--- config.mk ---
export PLATFORM = sky130hd
export DESIGN_NAME = ssd_scan_controller
export DESIGN_NICKNAME = d
export VERILOG_FILES = /design/src/rtl/ssd_scan_controller.sv
export SDC_FILE = /design/constraint.sdc
export NUM_CORES = 1
export LEC_CHECK = 0
export CORE_UTILIZATION = 40
export DETAILED_ROUTE_END_ITERATION = 10
export MAX_ROUTING_LAYER = met4
export REMOVE_ABC_BUFFERS = 1
export SYNTH_ARGS = -nofsm -noshare
export SYNTH_HDL_FRONTEND = slang
export SYNTH_SLANG_ARGS = --single-unit
--- constraint.sdc ---
create_clock -name ClkPort -period 4.25 [get_ports ClkPort]
set_clock_uncertainty 0.2 [all_clocks]
set_input_delay 0.425 -clock ClkPort [delete_from_list [all_inputs] [get_ports ClkPort]]
set_output_delay 0.425 -clock ClkPort [all_outputs]
set_load 0.02 [all_outputs]
--- src/rtl/ssd_scan_controller.sv ---
// Time-multiplexed common-anode seven-segment scanner with a frame-synchronous
// shadow register loaded through a req/ack handshake, per-digit enable and LZ blanking.
module ssd_scan_controller #(
  parameter int DIGITS = 8,
  parameter int DWELL  = 250000,
  parameter int BLANK  = 2000
) (
  input  logic                  ClkPort,
  input  logic                  Reset_n,
  input  logic [4*DIGITS-1:0]   value_in,
  input  logic [DIGITS-1:0]     dp_in,
  input  logic [DIGITS-1:0]     en_mask,
  input  logic                  lz_blank,
  input  logic                  load_req,
  output logic                  load_ack,
  output logic [DIGITS-1:0]     anodes,
  output logic [7:0]            cathodes,
  output logic                  frame_start
);

  localparam int IW   = (DIGITS > 1) ? $clog2(DIGITS) : 1;
  localparam int CMAX = (DWELL > BLANK) ? DWELL : BLANK;
  localparam int CW   = $clog2(CMAX + 1);

  typedef enum logic [1:0] {S_RST, S_BLANK, S_DRIVE} state_t;

  state_t                r_state;
  logic [CW-1:0]         r_cnt;
  logic [IW-1:0]         r_idx;
  logic [4*DIGITS-1:0]   r_val;
  logic [DIGITS-1:0]     r_dp;
  logic [DIGITS-1:0]     r_mask;
  logic                  r_lz;
  logic                  r_load_ack;
  logic                  r_frame_start;
  logic [DIGITS-1:0]     r_anodes;
  logic [7:0]            r_cathodes;

  logic                  w_upper_zero;
  logic                  w_lit;
  logic [3:0]            w_nib;
  logic                  w_boundary;

  function automatic logic [6:0] f_seg(input logic [3:0] n);
    case (n)
      4'h0: f_seg = 7'b0000001;
      4'h1: f_seg = 7'b1001111;
      4'h2: f_seg = 7'b0010010;
      4'h3: f_seg = 7'b0000110;
      4'h4: f_seg = 7'b1001100;
      4'h5: f_seg = 7'b0100100;
      4'h6: f_seg = 7'b0100000;
      4'h7: f_seg = 7'b0001111;
      4'h8: f_seg = 7'b0000000;
      4'h9: f_seg = 7'b0000100;
      4'hA: f_seg = 7'b0001000;
      4'hB: f_seg = 7'b1100000;
      4'hC: f_seg = 7'b0110001;
      4'hD: f_seg = 7'b1000010;
      4'hE: f_seg = 7'b0110000;
      default: f_seg = 7'b0111000;
    endcase
  endfunction

  // Digit idx is LZ-blanked when it and every more-significant nibble are zero.
  always_comb begin
    w_upper_zero = 1'b1;
    for (int unsigned k = 0; k < DIGITS; k++) begin
      if (k >= 32'(r_idx) && r_val[4*k +: 4] != 4'h0) w_upper_zero = 1'b0;
    end
    w_nib      = r_val[{r_idx, 2'b00} +: 4];
    w_lit      = r_mask[r_idx] && !(r_lz && (r_idx != '0) && w_upper_zero);
    w_boundary = (r_state == S_RST) ||
                 ((r_state == S_DRIVE) && (r_cnt == CW'(DWELL - 1)) &&
                  (r_idx == IW'(DIGITS - 1)));
  end

  always_ff @(posedge ClkPort or negedge Reset_n) begin
    if (!Reset_n) begin
      r_state       <= S_RST;
      r_cnt         <= '0;
      r_idx         <= '0;
      r_val         <= '0;
      r_dp          <= '0;
      r_mask        <= '0;
      r_lz          <= 1'b0;
      r_load_ack    <= 1'b0;
      r_frame_start <= 1'b0;
      r_anodes      <= '1;
      r_cathodes    <= '1;
    end else begin
      r_load_ack    <= 1'b0;
      r_frame_start <= 1'b0;
      unique case (r_state)
        S_RST: begin
          r_state <= S_BLANK;
          r_idx   <= '0;
          r_cnt   <= '0;
        end
        S_BLANK: begin
          if (r_cnt == CW'(BLANK - 1)) begin
            r_state <= S_DRIVE;
            r_cnt   <= '0;
            if (w_lit) begin
              r_anodes   <= ~(DIGITS'(1) << r_idx);
              r_cathodes <= {f_seg(w_nib), ~r_dp[r_idx]};
            end
          end else begin
            r_cnt <= r_cnt + 1'b1;
          end
        end
        S_DRIVE: begin
          if (r_cnt == CW'(DWELL - 1)) begin
            r_state    <= S_BLANK;
            r_cnt      <= '0;
            r_anodes   <= '1;
            r_cathodes <= '1;
            r_idx      <= (r_idx == IW'(DIGITS - 1)) ? '0 : r_idx + 1'b1;
          end else begin
            r_cnt <= r_cnt + 1'b1;
          end
        end
        default: r_state <= S_RST;
      endcase
      if (w_boundary) begin
        r_frame_start <= 1'b1;
        if (load_req) begin
          r_val      <= value_in;
          r_dp       <= dp_in;
          r_mask     <= en_mask;
          r_lz       <= lz_blank;
          r_load_ack <= 1'b1;
        end
      end
    end
  end

  assign load_ack    = r_load_ack;
  assign frame_start = r_frame_start;
  assign anodes      = r_anodes;
  assign cathodes    = r_cathodes;

endmodule

# Word-level counts from Yosys, hierarchy flattened
# Memories as Yosys holds them, arrays and structs flattened.
# Index checks and enable logic that the tools add are counted.
# totals
ff_bits	90
romBits	112
in_bits	52
out_inout_bits	18
wordCells	96
n_memories	1
# mem_list
name	words	width	rd	rd_ports_with_merged_regs	wr	line	text
(name not given)	16	7	1	0	0	45	case (n)
# op_classes
n_addsub	2
n_lt_le_gt_ge	8
n_eq_ne	8
n_shift	2
muxes	31
bitwise_logic	2
n_reduce_logical	31
# ops
cell	n
$pmux 18 s3	1
$mux 8	5
$mux 18	2
$pmux 8 s2	2
$reduce_bool 4->1	8
$shiftx 32x6->4	1
$add 18x1->18 const B	1
$eq 18x11->1 const B	1
$eq 18x18->1 const B	1
$mux 1	13
$logic_and 1x1->1	12
$ge 3x3->1 const A	3
$not 8->8	1
$shl 1x3->8 const A	1
$bmux 1 s3	2
$ge 1x3->1 const A	2
$ge 2x3->1 const A	2
$mux 3	2
$pmux 2 s3	1
$pmux 3 s2	1
$reduce_and 2->1	3
$reduce_bool 3->1	2
$lt 3x4->1 const B	1
$mux 2	2
12 further kinds	14

# Logic depth before layout (Yosys ltp)
# logic_depth
word_depth	16
ltp_mapped	11
mapped_depth_nobuf	9

# Least setup slack after synthesis
# Ideal clock, no wire load.
# synth_timing
kind	reg2reg
startpoint	register r_idx[0]
endpoint	register r_cathodes[3], in the netlist cathodes[3]
setup_ns	0.082
arrival_ns	2.847
t_required_ns	3.968
path_slack_ns	1.121
path_stages_with_launch	11
path_buffers	2
period_less_slack_ns	3.129
cell_sequence	dfrtp_1 > buf_2 > buf_2 > mux4_2 > mux2i_1 > inv_1 > ha_1 > nor2_1 > a21oi_1 > a211o_1 > mux2_2
# synth_between
elab_chain_cells	15
elab_cells_between_ends	36
classes_between	7 x order compare; 1 x eq/ne; 1 x shift; 13 x mux; 13 x reduce/logical; 1 x memory
# synth_rtl
element	line	text
start, declared	29	logic [IW-1:0] r_idx;
start signal, assigned	118	r_idx <= (r_idx == IW'(DIGITS - 1)) ? '0 : r_idx + 1'b1;
$ge 1x3->1	69	if (k >= 32'(r_idx) && r_val[4*k +: 4] != 4'h0) w_upper_zero = 1'b0;
$logic_and 1x1->1	69	
$mux 1 (8 in series)	69	
$logic_and 1x1->1	72	w_lit = r_mask[r_idx] && !(r_lz && (r_idx != '0) && w_upper_zero);
$logic_not 1->1	72	
$logic_and 1x1->1	72	
$ne 2x2->1 (no source line)	n/a	
$reduce_and 4->1 (no source line)	n/a	
end signal, assigned	106	r_cathodes <= {f_seg(w_nib), ~r_dp[r_idx]};
end, declared	37	logic [7:0] r_cathodes;
# Parallel ways exist; a longest one is shown, timed or not. The select of a mux whose other input is x is not followed.
# A chain may end at the register's enable or synchronous reset.

# Final worst setup path
# Ends and elaborated chain as after synthesis.

==> metrics.md <==
| Metric | Value |
|---|---|
| Worst skew pair latency | 0.34 ns |
| H-tree depth | 3 |
| Total GRT Usage | 18.7% |
| Maxcap violations | 0 |
| Endpoints failing hold | 35 |
| Worst Hold Class | input pin to async pin |
| Worst-path maximum fanout | 14 |
| # DRC | 5 |
| Crit end category | flip-flop |
| Post-Synthesis Cells | 399 |
| Die ar. | 0.0125 sq mm |
| Netlist cell types | 57 |
| Storage cell area | 0.00227 sq mm |
| Placed instance count | 597 |
| Fmax | 290 MHz |
| Antenna violations before repair | 0 |
| Crit path max-delay family | multiplexers |
| Core Rows | 39 |
| Remaining global-route overflow | 0 |
| Synth top cells by count | 74 x dfrtp_1, 55 x mux2_2, 25 x nand2_1 |
| Cell Area, Synth | 0.00482 sq mm |
| Die X | 112 um |
| Fin crit share | 81.2% |
| CTS Buf Count | 9 |
| Worst path max stage delay | 0.83 ns |
| Port bufs | 69 |
| Startpoint types | flip-flop |
| Sequential fraction of the synthesis area | 47.2% |
| Min cycle time layout | 3.45 ns |
| Initial Utilization | 41.7% |
| Final setup fails | 0 |
| Layout cells sized above 1 | 26.2% |
| HPWL after DPL | 7580 um |
| Largest net degree at the start of global routing | 65 |
| Synth warn | 0 |
| VDD IR max | 0.000205 V |
| Hold Worst Slack | -0.0342 ns |
| Post-CTS setup buffer count | 0 |
| Flops & latches, synth | 90 |
| Main area contributors after synthesis | dfrtp_1 38%, mux2_2 13%, dfstp_2 8.7% |
| Routed len/inst | 17.2 um |
| CTS tree | yes |
| # hold bufs at CTS | 0 |
| IO Pins | 70 |
| # diodes | 0 |
| Worst slew margin | 45.7% |
| LEAKAGE | 2.60 nW |
| Ys flop type | dfrtp_1 |
| Nets | 535 |
| RSZ-0062 raised after global routing | false |
| CP bufs+invs | 1 |
| Failing checks | DRC, hold timing |
| Area Overhead vs Synth | 22.9% |
| Final Max Slew Viols | 0 |
| CTS clock-pin slew for the worst setup and hold paths | 0.07 ns |
| Leading area contributor after synthesis | dfrtp_1 |
| Max clock buf depth | 2 |
| Post-route insts no fill | 613 |
| EDFF count, synth | 0 |
| Worst slew pin tran | 0.814 ns |
| CTS root buf | clkbuf_16 |
| Detailed-route wire length | 10500 um |
| CP Cell Sequence | mux4_2 > mux2i_1 > inv_1 > ha_1 > nor2_1 > a21oi_1 > a211o_1 > mux2_2 |
| FILL cells | 1018 |
| Die height | 112 um |
| Core area | 0.0116 sq mm |
| CTS sink count | 90 |
| Worst EP required | 4.32 ns |
| Gates resized, CTS repair | 0 |
| GPL Wtd Cong | 0.867 |
| Antenna-violating nets left | 0 |
| Asr flop ratio synth | 100% |
| Vias per cell | 5.56 |
| DR iter-0 viols | 222 |
| Drt pass-1 iters | 7 |
| Setup CP Type | flip-flop to flip-flop |
| Vias in the first global route | 3367 |
| Slowest library cell on the worst path | dfrtp_1 |
| Mean area per synthesized cell | 12.1 sq um |
| Top-area cell type share of the netlist area | 38.4% |
| Setup TNS | 0 ns |
| Vias post-DR | 3406 |
| PwrDens | 310 mW/mm^2 |
| Wire length of the first global-routing pass | 17700 um |
| Status | finished with violations |
| Arrival @ worst endpoint | 3.53 ns |
| Count leader, synth | dfrtp_1 |
| Area occupied by multi-input gates | 0.00237 sq mm |
final cells by class:
class	instances	area share, %
multi-input combinational	272	40.0
sequential	90	38.4
timing repair buffer	76	12.5
clock buffer	12	4.16
tap	143	3.02
inverter	16	1.01
clock inverter	4	0.866
report_power, final:
part	total, mW	switching, mW	leakage (nW)	internal [mW]
logic	0.133	0.0525	1.32	0.0809
clock network	0.803	0.330	0.143	0.473
registers	0.900	0.0183	1.13	0.881
total	1.84	0.401	2.60	1.44
through the flow:
stage	cell area (sq um)	power [mW]	hold WS, ns	worst slack, ns	util, %
after global routing	5920	1.91	0.0598	0.601	51.2
after detailed placement	5620	1.05	0.270	0.807	48.6
after floorplan	4700	0.963	-0.0706	0.879	-
after global placement	5620	1.05	0.266	0.932	48.6
after CTS	5920	1.86	0.0129	0.782	51.2
final	5920	1.84	-0.0342	0.797	51.2
final timing paths:
| check | startpoint | endpoint | slack, ns | cells past startpoint |
|---|---|---|---|---|
| max | r_idx[0] | cathodes[3] | 0.80 | 8 |
| min | Reset_n | load_ack | -0.03 | 1 |
| max reg2reg | r_idx[0] | cathodes[3] | 0.80 | 8 |
| min in group ClkPort | cathodes[4] | cathodes[4] | 0.28 | 2 |
| max in group asynchronous | Reset_n | anodes[3] | 2.96 | 2 |
| min reg2reg | cathodes[4] | cathodes[4] | 0.28 | 2 |
flip-flops by register name, indices dropped and copies added (netlist names):
name / flops
r_val: 32
r_lz: 1
r_dp: 8
r_state: 2
cathodes: 8
frame_start: 1
r_cnt: 18
r_idx: 3
load_ack: 1
r_mask: 8
anodes: 8
metal layers:
metal / track usage [%] / vias up / wire length, um / share of wire, %
li1: - / 1602 / - / -
met1: 27.6 / 1715 / 5450 / 52
met2: 25.5 / 77 / 4550 / 43
met3: 3.10 / 12 / 386 / 3.7
met4: 6.76 / 0 / 167 / 1.6
met5: - / - / 0 / 0
layout by cell type (no fill, tap or decap), types with 3 or more instances in the layout:
master and n:
mux2_4 8, dfrtp_1 74, a22o_1 6, clkdlybuf4s50_1 68
mux2_2 55, clkbuf_16 9, nand4_1 5, ha_1 18
inv_1 14, xor2_1 3, dfstp_2 16, buf_4 8
nand3_1 8, mux2i_1 11, o21ai_0 14, nand2b_1 7
nand2_1 25, nor3_1 5, nor4_1 8, and3_1 6
mux4_2 12, a31oi_1 10, nor2_1 15, a21oi_1 15
o211ai_1 3, o31ai_1 4
cells by family (layout without fill, tap and decap cells):
logic type | count (synthesis) | after routing | share of synthesized area (%)
xor+xnor | 5 | 5 | 0.909
mux | 86 | 86 | 23.2
fa+ha+maj | 18 | 18 | 4.68
compound gates | 68 | 68 | 9.77
simple gates | 95 | 95 | 10.6
buf+inv | 37 | 108 | 3.64
flops | 90 | 90 | 47.2
Power figures use the tool's default switching activity.
